**config.mk**
```make
export PLATFORM = sky130hd
export DESIGN_NAME = sub_bytes_engine
export DESIGN_NICKNAME = d
export VERILOG_FILES = /design/src/rtl/sub_bytes_engine.sv
export SDC_FILE = /design/constraint.sdc
export NUM_CORES = 2
export LEC_CHECK = 0
export BUFFER_PORTS_ARGS = -buffer_cell sky130_fd_sc_hd__buf_2
export CORE_MARGIN = 2
export CORE_UTILIZATION = 30
export DETAILED_ROUTE_END_ITERATION = 8
export GPL_TIMING_DRIVEN = 1
export PLACE_DENSITY = 0.51
export REMOVE_ABC_BUFFERS = 1
export SETUP_SLACK_MARGIN = 0.02
export SYNTH_ARGS = -nofsm -noshare
export SYNTH_HDL_FRONTEND = slang
export SYNTH_SLANG_ARGS = --single-unit
```
**constraint.sdc**
```tcl
create_clock -name clk -period 35.2 [get_ports clk]
set_clock_uncertainty 0.2 [all_clocks]
set_input_delay 7.04 -clock clk [delete_from_list [all_inputs] [get_ports clk]]
set_output_delay 7.04 -clock clk [all_outputs]
set_load 0.005 [all_outputs]
```
**src/rtl/sub_bytes_engine.sv**
```systemverilog
// Multi-cycle AES SubBytes/InvSubBytes engine: LANES bytes per clock through a shared GF(2^8) inverter.
// Define SUB_BYTES_INVERSE_EN to honour `inverse`; undefined builds are forward-only.
module sub_bytes_engine #(
  parameter int LANES = 4
) (
  input  logic         clk,
  input  logic         reset,
  input  logic         in_valid,
  output logic         in_ready,
  input  logic [127:0] data_in,
  input  logic         inverse,
  output logic         out_valid,
  input  logic         out_ready,
  output logic [127:0] data_out,
  output logic         busy
);

  localparam int N = 16 / LANES;
  localparam logic [3:0] LAST_BEAT = 4'(N - 1);

  if (!(LANES == 1 || LANES == 2 || LANES == 4 || LANES == 8 || LANES == 16)) begin : g_bad_lanes
    $error("sub_bytes_engine: LANES must be 1, 2, 4, 8 or 16");
  end

  typedef enum logic [1:0] {S_IDLE, S_RUN, S_HOLD} fsm_t;

  function automatic logic [7:0] gf_mul(input logic [7:0] a, input logic [7:0] b);
    logic [7:0] p;
    logic [7:0] aa;
    p  = 8'h00;
    aa = a;
    for (int i = 0; i < 8; i++) begin
      if (b[i]) p = p ^ aa;
      aa = {aa[6:0], 1'b0} ^ (aa[7] ? 8'h1b : 8'h00);
    end
    return p;
  endfunction

  // x^254 = x^2 * x^4 * ... * x^128, which also maps 0 to 0.
  function automatic logic [7:0] gf_inv(input logic [7:0] x);
    logic [7:0] sq;
    logic [7:0] acc;
    sq  = gf_mul(x, x);
    acc = sq;
    for (int i = 0; i < 6; i++) begin
      sq  = gf_mul(sq, sq);
      acc = gf_mul(acc, sq);
    end
    return acc;
  endfunction

  function automatic logic [7:0] affine_fwd(input logic [7:0] b);
    return b ^ {b[6:0], b[7]} ^ {b[5:0], b[7:6]} ^ {b[4:0], b[7:5]} ^ {b[3:0], b[7:4]} ^ 8'h63;
  endfunction

`ifdef SUB_BYTES_INVERSE_EN
  function automatic logic [7:0] affine_inv(input logic [7:0] b);
    return {b[6:0], b[7]} ^ {b[4:0], b[7:5]} ^ {b[1:0], b[7:2]} ^ 8'h05;
  endfunction

  // The inverter sits between the two affine stages so both directions share it.
  function automatic logic [7:0] sub_byte(input logic [7:0] x, input logic mode);
    logic [7:0] t;
    t = gf_inv(mode ? affine_inv(x) : x);
    return mode ? t : affine_fwd(t);
  endfunction
`else
  function automatic logic [7:0] sub_byte(input logic [7:0] x);
    return affine_fwd(gf_inv(x));
  endfunction
`endif

  fsm_t              r_fsm;
  logic [15:0][7:0]  r_state;
  logic [3:0]        r_beat;
  logic              r_in_ready;
  logic              r_out_valid;
  logic              r_busy;
  logic [15:0][7:0]  w_next_state;
  logic [7:0]        w_lane_in  [LANES];
  logic [7:0]        w_lane_out [LANES];

`ifdef SUB_BYTES_INVERSE_EN
  logic r_mode;
`else
  logic w_unused_inverse;
  assign w_unused_inverse = inverse;
`endif

  // Byte k of the block lives in r_state[15-k].
  for (genvar g = 0; g < LANES; g++) begin : g_lane
    assign w_lane_in[g] = r_state[4'(15 - (int'(r_beat) * LANES + g))];
`ifdef SUB_BYTES_INVERSE_EN
    assign w_lane_out[g] = sub_byte(w_lane_in[g], r_mode);
`else
    assign w_lane_out[g] = sub_byte(w_lane_in[g]);
`endif
  end

  always_comb begin
    // NOTE: full default before the loop so no bit of w_next_state can infer a latch.
    w_next_state = r_state;
    for (int l = 0; l < LANES; l++) begin
      w_next_state[4'(15 - (int'(r_beat) * LANES + l))] = w_lane_out[l];
    end
  end

  always_ff @(posedge clk or posedge reset) begin
    // NOTE: non-blocking throughout so every register samples pre-edge values.
    if (reset) begin
      r_fsm       <= S_IDLE;
      r_state     <= '0;
      r_beat      <= '0;
      r_in_ready  <= 1'b1;
      r_out_valid <= 1'b0;
      r_busy      <= 1'b0;
`ifdef SUB_BYTES_INVERSE_EN
      r_mode      <= 1'b0;
`endif
    end else begin
      case (r_fsm)
        S_IDLE: begin
          if (in_valid) begin
            r_state    <= data_in;
            r_beat     <= '0;
`ifdef SUB_BYTES_INVERSE_EN
            r_mode     <= inverse;
`endif
            r_fsm      <= S_RUN;
            r_in_ready <= 1'b0;
            r_busy     <= 1'b1;
          end
        end
        S_RUN: begin
          r_state <= w_next_state;
          if (r_beat == LAST_BEAT) begin
            r_fsm       <= S_HOLD;
            r_out_valid <= 1'b1;
          end else begin
            r_beat <= r_beat + 4'd1;
          end
        end
        S_HOLD: begin
          if (out_ready) begin
            r_fsm       <= S_IDLE;
            r_out_valid <= 1'b0;
            r_busy      <= 1'b0;
            r_in_ready  <= 1'b1;
          end
        end
        default: r_fsm <= S_IDLE;
      endcase
    end
  end

  assign in_ready  = r_in_ready;
  assign out_valid = r_out_valid;
  assign busy      = r_busy;
  assign data_out  = r_state;

endmodule

```
==> impl_results.md <==
- WS Path Type: flip-flop to flip-flop
- Worst Setup End Kind: flip-flop
- Core Area: approximately 210,000 um2
- HP Class: flip-flop to flip-flop
- Routed wire length: around 220,000 um
- Hold path depth: 2
- Post-Synthesis Cells: 8,725
- Sink Count: approximately 140
- Top cells by count, synth: 1,731 x xnor2_1, 1,168 x nor2_1, 1,048 x nand2_1
- Most frequent cell after synthesis: xnor2_1
- DRT Pass-1 Iters: 6
- CP Data Required Time: roughly 35 ns
- Vias per cell: roughly 5.4
- Cell taking the most area after synthesis: xnor2_1
- Peak Freq: 46.7 MHz
- Placed wire-length estimate: roughly 160,000 um
- Via count: between 60,000 and 70,000
- Filler cells: 22,700
- Die Y: approximately 470 um
- Port bufs: around 260
- RSZ-0062 raised after global routing: no
- Share of layout cells above drive strength 1: 0.116
- TritonCTS Buffers: 17
- Synth area leaders: xnor2_1 24%, xnor3_1 7.7%, nor2_1 6.8%, nand2_1 6.1%, xor2_1 6.1%
- GRT overflow: 0
- Relative slew slack: 0.209
- Final Util: 0.325
- Setup_tns: 0 ns
- I/O pins: between 200 and 300
- Startpoint Class: flip-flop
- RR Endpoint: data_out[29]
- Most frequent CP cell: xnor2_1
- Synth Register Bits: about 140
- Clock insertion delay at the later pin of the skew report: roughly 0.56 ns
- Post-synth EDFFs: 0
- Post-route DRC violation count: 0
- Async SR Flop Fraction: 1.00
- Netlist cell types: 128
- Design Area, Final: 69,000 um2
- Largest stage delay, worst path: ~0.90 ns
- CTS tree: done
- Resized cells post-CTS: 0
- CP arrival: about 22 ns
- Post-synthesis sequential area ratio: 0.0536
- Top cell type's share of synthesized area: 0.237
- RePlAce Congestion: between 0.8 and 0.9
- Storage element area: ~3400 um2
- Die area: about 220,000 um2
- Routed len/inst: around 19 um
- H-tree depth: 4
- Max Cap Violations: 0
- Main flop type after synthesis: dfrtp_1
- Largest net degree at the start of global routing: between 80 and 90
- Starting DRT DRC Count: about 5,200
- Reg2reg path depth: 58
- Reg2reg setup slack: around 14 ns
- Worst slack at placement: roughly 14 ns
- First-pass GRT wire length: approximately 340,000 um
- Vias in the first global route: approximately 58,000
- Area of the multi-input gates: around 58,000 um2
- Clock transition at the registers of the reported paths: around 0.09 ns
- CTS Root Cell: clkbuf_16
- FF-to-FF Start: r_beat[0]
- Hold endpoint: in_ready
- Mapped Area: 64,000 um2
- Std cell rows: 169
- Least-Margin Pin Slew: 1.18 ns
- Final critical-path required period: roughly 21 ns
- Setup WS post-layout: about 14 ns
- Longest Clk Path Bufs: 2
- Final Hold Viols: 0
- CP max FO: 28
- Post-CTS Hold Fix Bufs: 0
- Initial core utilization: 0.302
- Status: finished clean
- Hold_sp: in_ready
- Placed cell areas: 68,400 um2
- P&R area growth vs syn: 7.78%
- Final Cycle Share: 0.609
- GR Util All Layers: 0.191
- Final setup viols: 0
- Setup Fix Bufs, Post-CTS: 0
- DRT antenna net count: 0
- Total number of yosys warnings: 0
- Slowest stage cell on the critical path: ha_1
- Die X: around 470 um
- Final net count: around 9,000
- Mean post-synth cell area: 7.34 um2
- Antenna violations before repair: 8
- Pins Over Slew Limit: 0
[through the flow]
| stage | hold slack [ns] | cells |
|---|---|---|
| after global placement | 0.256 | 11500 |
| after global routing | 0.291 | 11500 |
| final | 0.275 | 11500 |
| after detailed placement | 0.266 | 11500 |
| after floorplan | 0.257 | 8121 |
| after CTS | 0.280 | 11500 |
[cell type report]
cell class              count  share of cell area
flip-flops and latches    137              0.0498
well taps                2821              0.0512
diodes                      6            0.000218
clock buffers              17             0.00616
multi-input cells        7858               0.836
clock inverters            14             0.00223
repair buffers            524              0.0475
inverters                 126             0.00696
[sequential cells by signal (all words and copies together), names as in the netlist]
signal and flops:
out_valid 1, data_out 128, r_beat 4, r_fsm 2
busy 1, in_ready 1
[per-layer routing]
layer / global-route usage / part of all wire
met4: 0.0550 / 0.027
met1: 0.256 / 0.44
met2: 0.328 / 0.48
met3: 0.0126 / 0.044
met5: 0 / 0
[worst max path at each step]
stage	to	cells past startpoint	startpoint	slack (ns)
global placement	data_out[29]	57	r_beat[1]	14.29
global route	data_out[29]	58	r_beat[1]	12.51
finish	data_out[29]	58	r_beat[0]	13.78
detailed placement	data_out[29]	58	r_beat[0]	14.00
floorplan	data_out[37]	53	r_beat[1]	12.00
CTS	data_out[29]	58	r_beat[0]	13.94
[logic make-up (layout without fill, tap and decap cells)]
logic type,count (synthesis),count (layout),synth area share
xor+xnor,2616,2616,0.441
compound gates,1868,1868,0.188
flops,137,137,0.0536
other cells,0,6,0
buf+inv,730,681,0.0540
simple gates,3083,3083,0.208
mux,257,257,0.0486
fa+ha+maj,34,34,0.00653
[layout by cell type (no fill, tap or decap), drive strengths merged, types with 51 or more instances in the layout]
| master | count |
|---|---|
| a211oi | 83 |
| a21oi | 473 |
| a22oi | 108 |
| a31oi | 76 |
| and3 | 55 |
| buf | 524 |
| dfrtp | 136 |
| inv | 118 |
| mux2i | 185 |
| nand2 | 1053 |
| nand2b | 54 |
| nand3 | 192 |
| nor2 | 1175 |
| nor2b | 51 |
| nor3 | 245 |
| o211ai | 67 |
| o21ai | 499 |
| o22ai | 121 |
| xnor2 | 1864 |
| xnor3 | 230 |
| xor2 | 490 |
[critical path: cells and delay by family (launching register included)]
family | cells | cell delay (ns)
buffers and inverters | 6 | 2.35
adders and majority gates | 3 | 1.85
and+or+nand+nor | 12 | 3.11
xor gates and xnor gates | 19 | 7.01
muxes | 3 | 1.50
AOI/OAI and AO/OA | 15 | 4.79
DFF | 1 | 0.34
Power is not shown: default switching activity piles up to over one toggle a cycle in this logic, so the estimate is an artifact.
